**config.mk**
```make
export PLATFORM = sky130hd
export DESIGN_NAME = ifetch_prefetch
export DESIGN_NICKNAME = d
export VERILOG_FILES = /design/src/rtl/ifetch_prefetch.sv
export SDC_FILE = /design/constraint.sdc
export NUM_CORES = 1
export LEC_CHECK = 0
export ABC_AREA = 1
export CORE_UTILIZATION = 57
export CTS_CLUSTER_DIAMETER = 120
export DETAILED_ROUTE_END_ITERATION = 6
export GPL_ROUTABILITY_DRIVEN = 0
export PLACE_DENSITY = 0.87
export SYNTH_ARGS = -nofsm -noshare
export SYNTH_HDL_FRONTEND = slang
export SYNTH_SLANG_ARGS = --single-unit
```
**constraint.sdc**
```tcl
create_clock -name clk -period 14.1 [get_ports clk]
set_clock_uncertainty 0.2 [all_clocks]
set_input_delay 4.23 -clock clk [delete_from_list [all_inputs] [get_ports clk]]
set_output_delay 4.23 -clock clk [all_outputs]
set_load 0.05 [all_outputs]
```
**src/rtl/ifetch_prefetch.sv**
```systemverilog
// Instruction-fetch front end: one-outstanding fetch requester feeding a small
// prefetch FIFO of {instr, pc, pc+4}, flushed by CPU redirects.
module ifetch_prefetch #(
  parameter int          DEPTH    = 4,
  parameter logic [31:0] RESET_PC = 32'h0000_0000,
  parameter int          CNT_W    = 3
) (
  input  logic             clk,
  input  logic             rst,
  output logic             imem_req_valid,
  input  logic             imem_req_ready,
  output logic [31:0]      imem_req_addr,
  input  logic             imem_rsp_valid,
  input  logic [31:0]      imem_rsp_data,
  input  logic             redirect_valid,
  input  logic [31:0]      redirect_pc,
  output logic             out_valid,
  input  logic             out_ready,
  output logic [31:0]      out_instr,
  output logic [31:0]      out_pc,
  output logic [31:0]      out_pc_plus4,
  output logic [CNT_W-1:0] count
);
  localparam int PTR_W = $clog2(DEPTH);

  typedef enum logic [1:0] {S_FETCH, S_WAIT, S_SQUASH} state_t;

  state_t           state_q, state_d;
  logic [31:0]      fetch_pc_q, fetch_pc_d;
  logic [31:0]      req_pc_q, req_pc_d;
  logic [PTR_W-1:0] wr_ptr_q, wr_ptr_d, rd_ptr_q, rd_ptr_d;
  logic [CNT_W-1:0] count_q, count_d;
  logic [31:0]      instr_q [DEPTH];
  logic [31:0]      pc_q    [DEPTH];
  logic [31:0]      pc4_q   [DEPTH];
  logic             credit_ok, req_fire, push, pop;

  // Only FETCH can issue, and nothing is outstanding there, so the credit
  // check reduces to free space in the FIFO.
  assign credit_ok = (state_q == S_FETCH) && (count_q < CNT_W'(DEPTH));

  always_comb begin
    imem_req_valid = !rst && credit_ok && !redirect_valid;
    imem_req_addr  = fetch_pc_q;
    req_fire       = imem_req_valid && imem_req_ready;
    out_valid      = (count_q != '0) && !redirect_valid;
    pop            = out_valid && out_ready;
    push           = (state_q == S_WAIT) && imem_rsp_valid && !redirect_valid;
    out_instr      = instr_q[rd_ptr_q];
    out_pc         = pc_q[rd_ptr_q];
    out_pc_plus4   = pc4_q[rd_ptr_q];
    count          = count_q;

    state_d    = state_q;
    fetch_pc_d = fetch_pc_q;
    req_pc_d   = req_pc_q;
    wr_ptr_d   = wr_ptr_q;
    rd_ptr_d   = rd_ptr_q;
    count_d    = count_q;

    if (redirect_valid) begin
      fetch_pc_d = redirect_pc & ~32'h3;
      wr_ptr_d   = '0;
      rd_ptr_d   = '0;
      count_d    = '0;
      // A response still in flight must be swallowed before fetching again.
      case (state_q)
        S_WAIT, S_SQUASH: state_d = imem_rsp_valid ? S_FETCH : S_SQUASH;
        default:          state_d = S_FETCH;
      endcase
    end else begin
      case (state_q)
        S_FETCH: if (req_fire) begin
          req_pc_d   = fetch_pc_q;
          fetch_pc_d = fetch_pc_q + 32'd4;
          state_d    = S_WAIT;
        end
        S_WAIT:   if (imem_rsp_valid) state_d = S_FETCH;
        S_SQUASH: if (imem_rsp_valid) state_d = S_FETCH;
        default:  state_d = S_FETCH;
      endcase
      if (push) wr_ptr_d = wr_ptr_q + PTR_W'(1);
      if (pop)  rd_ptr_d = rd_ptr_q + PTR_W'(1);
      case ({push, pop})
        2'b10:   count_d = count_q + CNT_W'(1);
        2'b01:   count_d = count_q - CNT_W'(1);
        default: count_d = count_q;
      endcase
    end
  end

  always_ff @(posedge clk) begin
    if (rst) begin
      state_q    <= S_FETCH;
      fetch_pc_q <= RESET_PC & ~32'h3;
      req_pc_q   <= '0;
      wr_ptr_q   <= '0;
      rd_ptr_q   <= '0;
      count_q    <= '0;
    end else begin
      state_q    <= state_d;
      fetch_pc_q <= fetch_pc_d;
      req_pc_q   <= req_pc_d;
      wr_ptr_q   <= wr_ptr_d;
      rd_ptr_q   <= rd_ptr_d;
      count_q    <= count_d;
    end
  end

  // Storage is cleared on reset so an empty FIFO reads as zeros.
  always_ff @(posedge clk) begin
    if (rst) begin
      for (int i = 0; i < DEPTH; i++) begin
        instr_q[i] <= '0;
        pc_q[i]    <= '0;
        pc4_q[i]   <= '0;
      end
    end else if (push) begin
      instr_q[wr_ptr_q] <= imem_rsp_data;
      pc_q[wr_ptr_q]    <= req_pc_q;
      pc4_q[wr_ptr_q]   <= req_pc_q + 32'd4;
    end
  end
endmodule
```
**Yosys cells after proc, flatten, opt, wreduce, memory -nomap -nowiden**

Memories as Yosys holds them, arrays and structs flattened. A register that Yosys moved wholly into a read port is not among the register bits.
Index checks and enable logic that the tools add are counted.

- Equality and inequality tests: 6
- $add $sub $neg: 6
- Reduce and logical (&&, ||, !) cells: 24
- Muxes and demuxes: 30
- Bitwise logic cells: 1
- $lt $le $gt $ge: 1

Operator list:

| operator | number |
|---|---|
| 32-bit 2-to-1 mux | 6 |
| 32-bit OR reduction | 3 |
| 32-bit by 3-bit adder with 32-bit output (second input constant) | 2 |
| 2-bit 2-to-1 mux | 14 |
| 1-bit logical AND | 8 |
| 1-bit 2-to-1 mux | 8 |
| 3-bit case mux with 2 select lines | 1 |
| 2-bit AND reduction | 3 |
| 2-bit nonzero test | 3 |
| 2-bit by 1-bit adder with 2-bit output (second input constant) | 2 |
| 2-bit by 1-bit == test with 1-bit output (second input constant) | 2 |
| 2-bit == test (second input constant) | 2 |
| 2-bit case mux with 2 select lines | 1 |
| 2-bit OR reduction | 2 |
| 3-bit by 1-bit adder with 3-bit output (second input constant) | 1 |
| 3-bit less-than comparator (second input constant) | 1 |
| 3-bit by 1-bit != test with 1-bit output (second input constant) | 1 |
| 3-bit != test (second input constant) | 1 |
| 3-bit AND reduction | 1 |
| 3-bit nonzero test | 1 |
| 3-bit by 1-bit subtractor with 3-bit output (second input constant) | 1 |
| 1-bit logical NOT | 2 |
| 2-bit logical NOT | 1 |
| 1-bit NOT | 1 |

- Output and inout port bits: 133
- Memory bits (writable): 384
- Register bits: 73
- Word-level logic and storage cells: 78
- Memories kept: 3

Memory list:

| name | words | width | rd ports | clocked after memory_dff | wr ports | line | RTL |
|---|---|---|---|---|---|---|---|
| instr_q | 4 | 32 | 1 | 1 | 4 | 33 | `logic [31:0] instr_q [DEPTH];` |
| pc4_q | 4 | 32 | 1 | 1 | 4 | 35 | `logic [31:0] pc4_q [DEPTH];` |
| pc_q | 4 | 32 | 1 | 1 | 4 | 34 | `logic [31:0] pc_q [DEPTH];` |

**Logic depth before layout (Yosys ltp)**

- Depth after elaboration: 8
- Gate-level depth with buffers: 12

**Worst setup path before layout**

Ideal clock, no wire load.

- Path type: input-to-reg
- Start point: in redirect_valid
- End point: mem instr_q[3][0], enable pin
- Cell stages on the path: 4
- Path slack: 2.111 ns
- Arrival time: 11.117 ns
- Data required time: 13.228 ns
- Path through: buf_6 nor2_1 nand2_1 o21ai_0

RTL lines:

| what | line | RTL |
|---|---|---|
| start: declaration | 15 | `input logic redirect_valid,` |
| end: declaration | 33 |  |

**Worst setup path in the final report**

- Start point: in rst
- End point: out imem_req_valid

- Word-level cells in the longest chain between the ends: 3

RTL lines:

| what | line | RTL |
|---|---|---|
| start: declaration | 9 | `input logic rst,` |
| 1-bit logical NOT | 43 | `imem_req_valid = !rst && credit_ok && !redirect_valid;` |
| 1-bit logical AND (2 in series) | 43 |  |
| end: declaration | 10 | `output logic imem_req_valid,` |

No other way between the ends.

==> results.tsv <==
metric	value	unit
outcome	finished with violations	
clock_latency	0.54	ns
dp_hpwl	30920	um
final_nets	2297	
track_usage	29.45	%
min_path_cells	1	
synth_cell_types	46	
worst_setup_path_end_kind	output port	
netlist_area	20110	um^2
hold_violations	0	
start_util	58.09	%
max_freq	93.80	MHz
area_growth	17.11	%
hold_path.class	register to register	
path_clk_slew	0.06	ns
synthSimpleGateAreaFrac	19.60	%
fp.coreArea	34630	um^2
finalNonFillerCells	2707	
yosysWarnings	0	
post-route-util	68.03	%
violations	DRC	
synth_compound_area_share	11.25	%
syn_avg_cell_area	9.619	um^2
start_kind	primary input	
critPathKind	primary input to output port	
ys_seq_elements	439	
r2r_slack	10.83	ns
synth_cells	2091	
die_w	189.9	um
cts_setup_buffers	0	
fp.dieArea	36040	um^2
async_flop_share	0	%
cts-root-buf	clkbuf_16	
share_clk_of_total_power	38.9	%
fin_tns_setup	0	ns
critPathMaxFanout	36	
drv_cap	0	
synthTopCellsByArea	edfxtp_1 (55%), nor2_1 (10%), dfxtp_1 (7.1%)	
drive_gt1_share	7.638	%
hold_buffers	0	
synth_top_family_by_area	simple AND/OR/NAND/NOR gates	
synthMuxAreaShare	0	%
cts_buffers	44	
timing.rr.end	pc4_q[2][5]$_SDFFCE_PN0P_	
synth_flop_cell	edfxtp_1	
synth.top_cell.area_share	54.94	%
peakVddDrop	0.08692	mV
cts_resized	0	
tritoncts	done	
synth_edf_count	368	
slew_headroom	25.67	%
critical_path.cell_chain	clkdlybuf4s50_1 -> buf_4 -> nor2_8 -> inv_2 -> nor3_1 -> clkdlybuf4s50_1	
wl_per_cell	19.86	um
ant_nets	0	
synth_xor_area_share	0.3919	%
crit_required	9.67	ns
final_common_cell	nor2_1	
maxSlewViolCount	0	
rows	68	
globalRoute.totalOverflow	0	
first_global_vias	15860	
min_from	rd_ptr_q[1]$_SDFFE_PP0P_	
p_leak	8.640	nW
r2r-start	state_q[1]$_SDFFE_PP0P_	
drt_wl_total	53750	um
insertedDiodeCount	0	
grt_max_degree	113	
viasPerCell	5.989	
r2r_cells	7	
setup_viol	0	
h-tree-depth	2	
tightest_slew	1.115	ns
port_buffers	194	
pwr-share-seq	53.1	%
yosys.area_share.adder	0.4105	%
nFillCells	2370	
dp_cells	2630	
final_cell_mix	nor2_1 (547), edfxtp_1 (368), o21ai_0 (218), clkdlybuf4s50_1 (194), nand2_1 (167)	
max_stage_delay	0.85	ns
cp_slowest_cell	clkdlybuf4s50_1	
ff_latch_area	12480	um^2
yosysSeqAreaShare	62.01	%
worst_ep_arrival_time	6.23	ns
drtIter0Drc	1882	
p_int	0.002112	W
drt_first_pass_iters	7	
post-route-period-util	75.61	%
die_h	189.9	um
p_per_area	117.9	nW/um^2
power_frac_comb	8.0	%
drc	1	
clk_path_buf_depth	3	
fin_crit	10.66	ns
yosys.area.top_type	edfxtp_1	
antenna_found_initial	0	
clock_sinks	439	
crit_top_cell	clkdlybuf4s50_1	
grt_pass1_wl	82800	um
p_switching	0.0006666	W
vias	16211	
multiInputGateArea	6467	um^2
io_pins	203	
netSwitchingFraction	23.99	%
grt_setup_unrepaired	false	
per-stage QoR:
stage | instance area (um^2) | setup WS [ns] | total power [W] | hold slack [ns]
finish | 23560 | 3.440 | 0.002778 | 0.2992
global route | 23560 | 3.360 | 0.002841 | 0.3183
CTS | 23560 | 3.418 | 0.002776 | 0.2985
detailed placement | 22260 | 3.435 | 0.001720 | 0.2836
global placement | 22260 | 3.470 | 0.001715 | 0.2487
floorplan | 20130 | 2.111 | 0.001636 | 0.2394
Yosys cell counts, drive strengths merged, types with 2 or more instances:
master    n
nand2   180
inv     178
o21ai   226
edfxtp  368
dfxtp    71
clkbuf   80
a22oi     4
nand3    75
o31ai     2
a31oi     4
o21a      2
buf      52
a21oi    53
ha        5
nor3     72
nand3b    4
o211ai    2
xnor2     2
o22ai    94
nor2    576
xor2      7
a211oi   11
o221ai    4
nand4    14
logic make-up after synthesis:
group / after synthesis
flip-flops: 439
XOR/XNOR: 9
AND/OR/NAND/NOR: 923
adder cells (fa/ha/maj): 6
other: 1
buffers and inverters: 311
AO/OA/AOI/OAI: 402
worst max-delay path: cells and delay by family:
| family | cells | cell delay (ns) |
|---|---|---|
| buffers and inverters | 4 | 1.61 |
| AND/OR/NAND/NOR | 2 | 0.38 |
area by class of cell:
class                           count  area share [%]
Inverter                          179           2.879
Tap cell                          455           2.417
Timing Repair Buffer              211           8.785
Sequential cell                   439           52.97
Clock inverter                     21          0.5896
Multi-Input combinational cell   1346           27.46
Clock buffer                       56           4.908
worst max-delay path by stage:
stage                   startpoint                 endpoint  slack, ns
global placement               rst           imem_req_valid       3.47
global route                   rst           imem_req_valid       3.36
finish                         rst           imem_req_valid       3.44
floorplan           redirect_valid  instr_q[3][0]$_DFFE_PP_       2.11
detailed placement             rst           imem_req_valid       3.43
CTS                            rst           imem_req_valid       3.42
power by group through the flow:
stage	Sequential, W	Clock [W]	Combinational (W)
detailed placement	0.00150	0	0.000220
floorplan	0.00152	0	0.000118
global route	0.00148	0.00113	0.000234
CTS	0.00147	0.00108	0.000221
global placement	0.00150	0	0.000217
finish	0.00148	0.00108	0.000222
per-layer routing:
metal	track usage, %	share of wire (%)
met1	36.83	37
met2	50.95	49
met3	4.464	11
met4	12.34	4.1
met5	0	0
registers in the layout (all words and copies together) (netlist names), named ones only:
register,cells
count,3
state_q,2
imem_req_addr,30
req_pc_q,30
pc4_q,120
wr_ptr_q,2
rd_ptr_q,2
instr_q,128
pc_q,120
Note: power is estimated with default switching activity, not from simulation.
